**src/rtl/decode_stage.sv**
```systemverilog
// Decode stage between the fetch queue and rename: decodes one RV32 instruction per cycle
// into a registered uop, with a 1-entry skid buffer for full throughput under backpressure.
module decode_stage #(
    parameter int PC_W    = 32,
    parameter int ALUOP_W = 4
) (
    input  logic               clk,
    input  logic               rst_n,
    input  logic               flush,
    input  logic               instr_valid,
    output logic               instr_ready,
    input  logic [31:0]        instr,
    input  logic [PC_W-1:0]    pc,
    output logic               dec_valid,
    input  logic               dec_ready,
    output logic [PC_W-1:0]    dec_pc,
    output logic [31:0]        dec_imm,
    output logic [4:0]         dec_rs1,
    output logic [4:0]         dec_rs2,
    output logic [4:0]         dec_rd,
    output logic               dec_use_rs1,
    output logic               dec_use_rs2,
    output logic               dec_wr_rd,
    output logic [1:0]         dec_fu,
    output logic [ALUOP_W-1:0] dec_alu_op,
    output logic [2:0]         dec_funct3,
    output logic               dec_is_store,
    output logic               dec_illegal
);

    localparam logic [6:0] OPC_OP     = 7'b0110011;
    localparam logic [6:0] OPC_OP_IMM = 7'b0010011;
    localparam logic [6:0] OPC_LUI    = 7'b0110111;
    localparam logic [6:0] OPC_LOAD   = 7'b0000011;
    localparam logic [6:0] OPC_STORE  = 7'b0100011;
    localparam logic [6:0] OPC_BRANCH = 7'b1100011;
    localparam logic [6:0] OPC_JALR   = 7'b1100111;

    localparam logic [1:0] FU_ALU  = 2'b00;
    localparam logic [1:0] FU_BRU  = 2'b01;
    localparam logic [1:0] FU_LSU  = 2'b10;
    localparam logic [1:0] FU_NONE = 2'b11;

    localparam logic [ALUOP_W-1:0] ALU_ADD   = ALUOP_W'(0);
    localparam logic [ALUOP_W-1:0] ALU_SUB   = ALUOP_W'(1);
    localparam logic [ALUOP_W-1:0] ALU_AND   = ALUOP_W'(2);
    localparam logic [ALUOP_W-1:0] ALU_OR    = ALUOP_W'(3);
    localparam logic [ALUOP_W-1:0] ALU_XOR   = ALUOP_W'(4);
    localparam logic [ALUOP_W-1:0] ALU_SLL   = ALUOP_W'(5);
    localparam logic [ALUOP_W-1:0] ALU_SRL   = ALUOP_W'(6);
    localparam logic [ALUOP_W-1:0] ALU_SRA   = ALUOP_W'(7);
    localparam logic [ALUOP_W-1:0] ALU_SLT   = ALUOP_W'(8);
    localparam logic [ALUOP_W-1:0] ALU_SLTU  = ALUOP_W'(9);
    localparam logic [ALUOP_W-1:0] ALU_PASSB = ALUOP_W'(10);

    typedef struct packed {
        logic [PC_W-1:0]    pc;
        logic [31:0]        imm;
        logic [4:0]         rs1;
        logic [4:0]         rs2;
        logic [4:0]         rd;
        logic               use_rs1;
        logic               use_rs2;
        logic               wr_rd;
        logic [1:0]         fu;
        logic [ALUOP_W-1:0] alu_op;
        logic [2:0]         funct3;
        logic               is_store;
        logic               illegal;
    } uop_t;

    // Register-register ops select SUB via funct7[5]; immediate ops never do.
    function automatic logic [ALUOP_W-1:0] alu_sel(input logic [2:0] f3, input logic alt,
                                                   input logic reg_op);
        case (f3)
            3'b000:  alu_sel = (reg_op && alt) ? ALU_SUB : ALU_ADD;
            3'b001:  alu_sel = ALU_SLL;
            3'b010:  alu_sel = ALU_SLT;
            3'b011:  alu_sel = ALU_SLTU;
            3'b100:  alu_sel = ALU_XOR;
            3'b101:  alu_sel = alt ? ALU_SRA : ALU_SRL;
            3'b110:  alu_sel = ALU_OR;
            default: alu_sel = ALU_AND;
        endcase
    endfunction

    logic [6:0]  opcode;
    logic [31:0] imm_i, imm_s, imm_b, imm_u;
    uop_t        dec_in;

    assign opcode = instr[6:0];
    assign imm_i  = {{20{instr[31]}}, instr[31:20]};
    assign imm_s  = {{20{instr[31]}}, instr[31:25], instr[11:7]};
    assign imm_b  = {{19{instr[31]}}, instr[31], instr[7], instr[30:25], instr[11:8], 1'b0};
    assign imm_u  = {instr[31:12], 12'b0};

    always_comb begin
        dec_in        = '0;
        dec_in.pc     = pc;
        dec_in.rs1    = instr[19:15];
        dec_in.rs2    = instr[24:20];
        dec_in.rd     = instr[11:7];
        dec_in.funct3 = instr[14:12];
        dec_in.fu     = FU_ALU;
        dec_in.alu_op = ALU_ADD;
        case (opcode)
            OPC_OP: begin
                dec_in.use_rs1 = 1'b1;
                dec_in.use_rs2 = 1'b1;
                dec_in.wr_rd   = 1'b1;
                dec_in.alu_op  = alu_sel(instr[14:12], instr[30], 1'b1);
            end
            OPC_OP_IMM: begin
                dec_in.use_rs1 = 1'b1;
                dec_in.wr_rd   = 1'b1;
                dec_in.imm     = imm_i;
                dec_in.alu_op  = alu_sel(instr[14:12], instr[30], 1'b0);
            end
            OPC_LUI: begin
                dec_in.wr_rd  = 1'b1;
                dec_in.imm    = imm_u;
                dec_in.alu_op = ALU_PASSB;
            end
            OPC_LOAD: begin
                dec_in.use_rs1 = 1'b1;
                dec_in.wr_rd   = 1'b1;
                dec_in.imm     = imm_i;
                dec_in.fu      = FU_LSU;
            end
            OPC_STORE: begin
                dec_in.use_rs1  = 1'b1;
                dec_in.use_rs2  = 1'b1;
                dec_in.imm      = imm_s;
                dec_in.fu       = FU_LSU;
                dec_in.is_store = 1'b1;
            end
            OPC_BRANCH: begin
                dec_in.use_rs1 = 1'b1;
                dec_in.use_rs2 = 1'b1;
                dec_in.imm     = imm_b;
                dec_in.fu      = FU_BRU;
            end
            OPC_JALR: begin
                dec_in.use_rs1 = 1'b1;
                dec_in.wr_rd   = 1'b1;
                dec_in.imm     = imm_i;
                dec_in.fu      = FU_BRU;
            end
            default: begin
                dec_in.illegal = 1'b1;
                dec_in.fu      = FU_NONE;
            end
        endcase
        if (dec_in.rd == 5'd0) dec_in.wr_rd = 1'b0;
    end

    // Handshake: a transfer happens on a rising edge where valid && ready. Producers hold
    // valid and data stable until accepted; instr_ready depends only on registered skid state.
    uop_t out_q, skid_q;
    logic out_valid, skid_valid;
    logic accept, out_load;

    assign instr_ready = !skid_valid;
    assign accept      = instr_valid && instr_ready && !flush;
    assign out_load    = !out_valid || dec_ready;

    always_ff @(posedge clk or negedge rst_n) begin
        if (!rst_n) begin
            out_valid  <= 1'b0;
            skid_valid <= 1'b0;
            out_q      <= '0;
            skid_q     <= '0;
        end else if (flush) begin
            out_valid  <= 1'b0;
            skid_valid <= 1'b0;
        end else if (out_load) begin
            // Skid holds the older uop, so it drains before any new input is taken.
            if (skid_valid) begin
                out_q      <= skid_q;
                out_valid  <= 1'b1;
                skid_valid <= 1'b0;
            end else begin
                out_valid <= accept;
                if (accept) out_q <= dec_in;
            end
        end else if (accept) begin
            skid_q     <= dec_in;
            skid_valid <= 1'b1;
        end
    end

    assign dec_valid    = out_valid;
    assign dec_pc       = out_q.pc;
    assign dec_imm      = out_q.imm;
    assign dec_rs1      = out_q.rs1;
    assign dec_rs2      = out_q.rs2;
    assign dec_rd       = out_q.rd;
    assign dec_use_rs1  = out_q.use_rs1;
    assign dec_use_rs2  = out_q.use_rs2;
    assign dec_wr_rd    = out_q.wr_rd;
    assign dec_fu       = out_q.fu;
    assign dec_alu_op   = out_q.alu_op;
    assign dec_funct3   = out_q.funct3;
    assign dec_is_store = out_q.is_store;
    assign dec_illegal  = out_q.illegal;

endmodule

```
**config.mk**
```make
export PLATFORM = sky130hd
export DESIGN_NAME = decode_stage
export DESIGN_NICKNAME = d
export VERILOG_FILES = /design/src/rtl/decode_stage.sv
export SDC_FILE = /design/constraint.sdc
export NUM_CORES = 1
export LEC_CHECK = 0
export BUFFER_PORTS_ARGS = -buffer_cell sky130_fd_sc_hd__buf_2
export CAP_MARGIN = 15
export CORE_ASPECT_RATIO = 2
export CORE_UTILIZATION = 55
export CTS_CLUSTER_DIAMETER = 40
export DETAILED_ROUTE_END_ITERATION = 6
export MAX_ROUTING_LAYER = met4
export PLACE_DENSITY = 0.8
export SLEW_MARGIN = 20
export SYNTH_ARGS = -nofsm -noshare
export SYNTH_HDL_FRONTEND = slang
export SYNTH_SLANG_ARGS = --single-unit
```
**constraint.sdc**
```tcl
create_clock -name clk -period 2.7 [get_ports clk]
set_input_delay 0.54 -clock clk [delete_from_list [all_inputs] [get_ports clk]]
set_output_delay 0.54 -clock clk [all_outputs]
set_load 0.005 [all_outputs]
```
# [Word level (Yosys, flattened, before mapping)]
# Index checks and enable logic that the tools add are counted.
[op_classes] n_reduce_logical=21 muxes=21 bitwise=2 eq_ne=13
[ops] op="93-bit two-way mux" count=2
[ops] op="32-bit one-hot mux with 4 select lines" count=1
[ops] op="4-bit one-hot mux with 7 select lines" count=2
[ops] op="7-bit by 6-bit equality test with 1-bit output (second input constant)" count=3
[ops] op="7-bit equality test (second input constant)" count=2
[ops] op="1-bit two-way mux" count=14
[ops] op="4-bit one-hot mux with 3 select lines" count=1
[ops] op="3-bit equality test (second input constant)" count=3
[ops] op="3-bit OR reduction" count=3
[ops] op="7-bit by 2-bit equality test with 1-bit output (second input constant)" count=1
[ops] op="7-bit by 5-bit equality test with 1-bit output (second input constant)" count=1
[ops] op="7-bit OR reduction" count=1
[ops] op="3-bit by 2-bit equality test with 1-bit output (second input constant)" count=2
[ops] op="2-bit one-hot mux with 3 select lines" count=1
[ops] op="3-bit AND reduction" count=2
[ops] op="6-bit OR reduction" count=1
[ops] op="5-bit zero test" count=1
[ops] op="5-bit OR reduction" count=1
[ops] op="2-bit nonzero test" count=2
[ops] op="2-bit OR reduction" count=2
[ops] op="3-bit by 1-bit equality test with 1-bit output (second input constant)" count=1
[ops] op="1-bit zero test" count=3
[ops] op="3-bit zero test" count=1
[ops] op="3-bit nonzero test" count=1
[ops] op="3 further kinds" count=5
[word_totals] wordCells=85 ff_bits=188 output_inout_bits=95

# [Depth between registers and ports, before layout]
[logic_depth] depth_word=6 mapped_depth=8 mapped_depth_nobuf=4

# [Least setup slack after synthesis]
# Ideal clock, no wire load.
[synth_timing] path_kind="input -> register" startpoint="input port instr[3]" endpoint="register out_q, in the netlist dec_imm[21]" path_buffers=1 path_stages=5 path_slack_ns=0.957 arrival_time_ns=1.656 setup_time_ns=0.087 cell_sequence="nand3b_2 nor4_4 nor2_2 buf_6 a211oi_2"
[synth_via] elab_chain_cells=5 word_cells_on_any_way=10 cone_classes="eq/ne (6); mux (3); reduce/logical (1)"
[synth_lines] item="start: declaration" line="12" text="input logic [31:0] instr,"
[synth_lines] item="7-bit equality test (tied with other cells)" line="106" text="case (opcode)"
[synth_lines] item="3-bit OR reduction (no source line)"
[synth_lines] item="32-bit one-hot mux with 4 select lines *" line="106"
[synth_lines] item="93-bit two-way mux *" line="184" text="if (accept) out_q <= dec_in;"
[synth_lines] item="93-bit two-way mux *" line="178" text="if (skid_valid) begin"
[synth_lines] item="end signal: assignment" line="179" text="out_q <= skid_q;"
[synth_lines] item="end signal: assignment" line="184"
[synth_lines] item="end: declaration" line="159" text="uop_t out_q, skid_q;"
# Every way passes the cells marked *; elsewhere a longest branch is shown, timed or not. The select of a mux whose other input is x is not followed.
# A chain may end at the register's enable or synchronous reset.

# [Final worst setup path]
[layout_timing] startpoint="register skid_valid" endpoint="output port instr_ready"
[layout_via] elab_chain_cells=1
[layout_lines] item="start: declaration" line="160" text="logic out_valid, skid_valid;"
[layout_lines] item="start signal: assignment" line="170" text="skid_valid <= 1'b0;"
[layout_lines] item="start signal: assignment" line="175" text="skid_valid <= 1'b0;"
[layout_lines] item="start signal: assignment" line="181" text="skid_valid <= 1'b0;"
[layout_lines] item="1-bit zero test" line="163" text="assign instr_ready = !skid_valid;"
[layout_lines] item="end: declaration" line="11" text="output logic instr_ready,"
# No other way between the ends.

==> reports/metrics.cfg <==
[outcome]
status = complete, no violations

[route]
via_per_inst = 5.54
post-route-drc-count = 0
drt_iter0_markers = 459
detail_route.wl_per_cell_um = 17.1
vias = 6672
routed_wl_um = 20600
firstDrtPassIters = 5
ant_nets = 0

[worst_setup_path]
rrSetupSlack_ps = 530
startpoint = skid_valid
cp_top_family = buffers and inverters
crit_buf_inv = 3
cp.arrival_ps = 1690
cpMaxStageDelayCell = dfrtp_4
start_kind = register
worstPathMaxFanout = 17
reg2reg_from = skid_valid
reg2reg_to = dec_imm[15]
critPathMaxStageDelay_ps = 510
crit_path_end_kind = output port
rr_worst_depth = 4
critPathKind = reg -> out
cp_cell_sequence = buf_4 > inv_2 > buf_2
crit_required_ps = 2160

[sta]
drv_slew = 0
hold_viol = 0
grt_setup_unrepaired = false
finClkSkew_ps = 8.22
finalCritPeriodShare_pct = 82.6
max_freq_ghz = 0.448
fin_hold_ws_ps = 92.8
setup_viol = 0
fin_crit_ps = 2230
relSlewSlack_pct = 32.5
worst_slew_pin_slew_ps = 1010
setup_tns_ps = 0

[power_and_ir_drop]
switching_share_pct = 27.5
p_int_mw = 5.24
p_leak_nw = 4.74
power_per_cell_area_mw_per_mm2 = 725
p_comb_share_pct = 14.5
pwr-share-seq_pct = 48.8
pwr-share-clk_pct = 36.7
power.switching_mw = 1.98
peakVddDrop_v = 0.000499

[floorplanning]
row_count = 63
io_pins = 164
core_mm2 = 0.0148
die_w_um = 89.1
fp.dieH_um = 176
initial_core_util_pct = 56.3
die-area_mm2 = 0.0157

[clocking]
cts-buffers-inserted = 17
ctsResizeCount = 0
clk_latency_ps = 430
post_cts.repair.setup_buffers = 0
clk_pin_slew_ps = 70
cts-root-buf = clkbuf_16
cts_buffer_depth = 2
cts_hold_buf = 0
clock_sinks = 188
ctsHtreeMaxLevel = 4
cts_tree = yes

[layout]
antenna_cells = 0
postLayoutCellArea_mm2 = 0.00997
layout-drive-gt1-share_pct = 25.7
final_common_cell = nand2_1
area_delta_synth_final_pct = 19.6
nFillCells = 1245
layout_common_cells = 250 x nand2_1, 187 x dfrtp_1, 162 x buf_2
nets = 1065

[yosys]
yosys.area.top_type = dfrtp_1
synth_simple_gate_area_share_pct = 20.4
synth_top_area_share_pct = 56.4
synth_area_leaders = dfrtp_1 56%, nand2_1 11%, mux2i_1 6.1%
ys_warn_count = 0
muxShareOfSynthArea_pct = 6.80
synthesis.nets = 921
syn_avg_cell_area_um2 = 9.78
yosys.area_share.adder_pct = 0
syn_area_mm2 = 0.00834
synthCells = 852
synth_compound_area_share_pct = 12.6
synth-xor-area-share_pct = 0
synth_top_family_by_area = simple AND/OR/NAND/NOR gates
ys_ff_latch = 188
ys_types = 51
yosysSeqAreaShare_pct = 56.4

[grt]
grt_use_met3_pct = 4.49
overflow = 0
track_usage_pct = 28.4
grt_pass1_vias = 6457
antenna_found_initial = 0
grtUsageMet2_pct = 47.0
grt_pass1_wl_um = 32900
grt_max_degree = 65
busiest_layer = met2
met1_usage_pct = 34.6

[placement]
placed_area_mm2 = 0.00935
place_hpwl_um = 14200
portBuffers = 163
finalWeightedCongestion = 0.878

[hold_path]
worstHoldPathType = in -> async

[flow_run]
max_cap_violations = 0

## cells by family (layout without fill, tap and decap cells)
kind of cell,count (synthesis),count (layout)
buffers and inverters,63,220
flip-flops,188,188
AND/OR/NAND/NOR,382,382
multiplexers,56,56
AO/OA/AOI/OAI,163,163
## layout make-up
class / instances / area (µm²) / area share [%]
clock buffer: 19 / 443 / 4.44
clock inverter: 13 / 179 / 1.80
inverter: 5 / 18.8 / 0.188
multi-input combinational: 601 / 3340 / 33.5
sequential: 188 / 4710 / 47.2
tap: 195 / 244 / 2.45
timing repair buffer: 183 / 1040 / 10.4
## cell usage after synthesis, drive strengths merged
master  count
inv         5
o31ai       1
dfrtp     188
or4         2
a21oi      28
nand2     251
o22ai       1
a22oi       4
and3        7
nor2b       5
a22o        6
o41ai       3
nand4b      1
nand3       8
and2        3
and3b       2
o221ai      1
o211ai      4
mux2        5
o21ai      75
a31oi       4
nor4        4
or3         3
nand2b      6
nor3       29
nor2       57
mux2i      51
or2         1
o21ba       1
o21a        2
nand3b      1
a21boi      1
nor3b       1
nand4       1
clkbuf     17
buf        41
a211oi     24
a221o       7
o21bai      1
## state kept, by name, summed over array words and instances (netlist names), 2 cells and up
signal,cells
dec_alu_op,4
dec_fu,2
dec_rd,5
dec_funct3,3
dec_pc,32
dec_rs2,5
dec_imm,32
skid_q,93
dec_rs1,5
## power by group through the flow
| stage | Combinational [mW] | Sequential, mW | Clock [mW] |
|---|---|---|---|
| after floorplan | 0.559 | 3.55 | 0 |
| after global placement | 1.01 | 3.56 | 0 |
| after detailed placement | 1.05 | 3.57 | 0 |
| after CTS | 1.06 | 3.53 | 2.70 |
| after global routing | 1.19 | 3.58 | 2.79 |
| final | 1.04 | 3.53 | 2.66 |
## per-stage QoR
step           util [%]  std cells  worst slack, ps  power, mW
6_report           67.3       1204              469       7.23
5_1_grt            67.3       1204              370       7.56
4_1_cts            67.3       1204              441       7.28
3_5_place_dp       63.1       1172              340       4.62
3_3_place_gp       63.1       1172              430       4.57
2_1_floorplan         -        852              957       4.11
## worst max-delay path by stage
stage / to / slack [ps] / cells past startpoint
5_1_grt: dec_imm[16] / 370 / 4
3_3_place_gp: dec_imm[18] / 430 / 5
6_report: instr_ready / 470 / 3
4_1_cts: instr_ready / 440 / 3
3_5_place_dp: dec_imm[19] / 340 / 5
2_1_floorplan: dec_imm[21] / 960 / 5
## per-layer routing
metal  vias up  part of all wire (%)
li1       3175                     -
met1      3241                    40
met2       216                    52
met3        40                   4.6
met4         0                   2.9
met5         -                     0
Power figures use the tool's default switching activity.
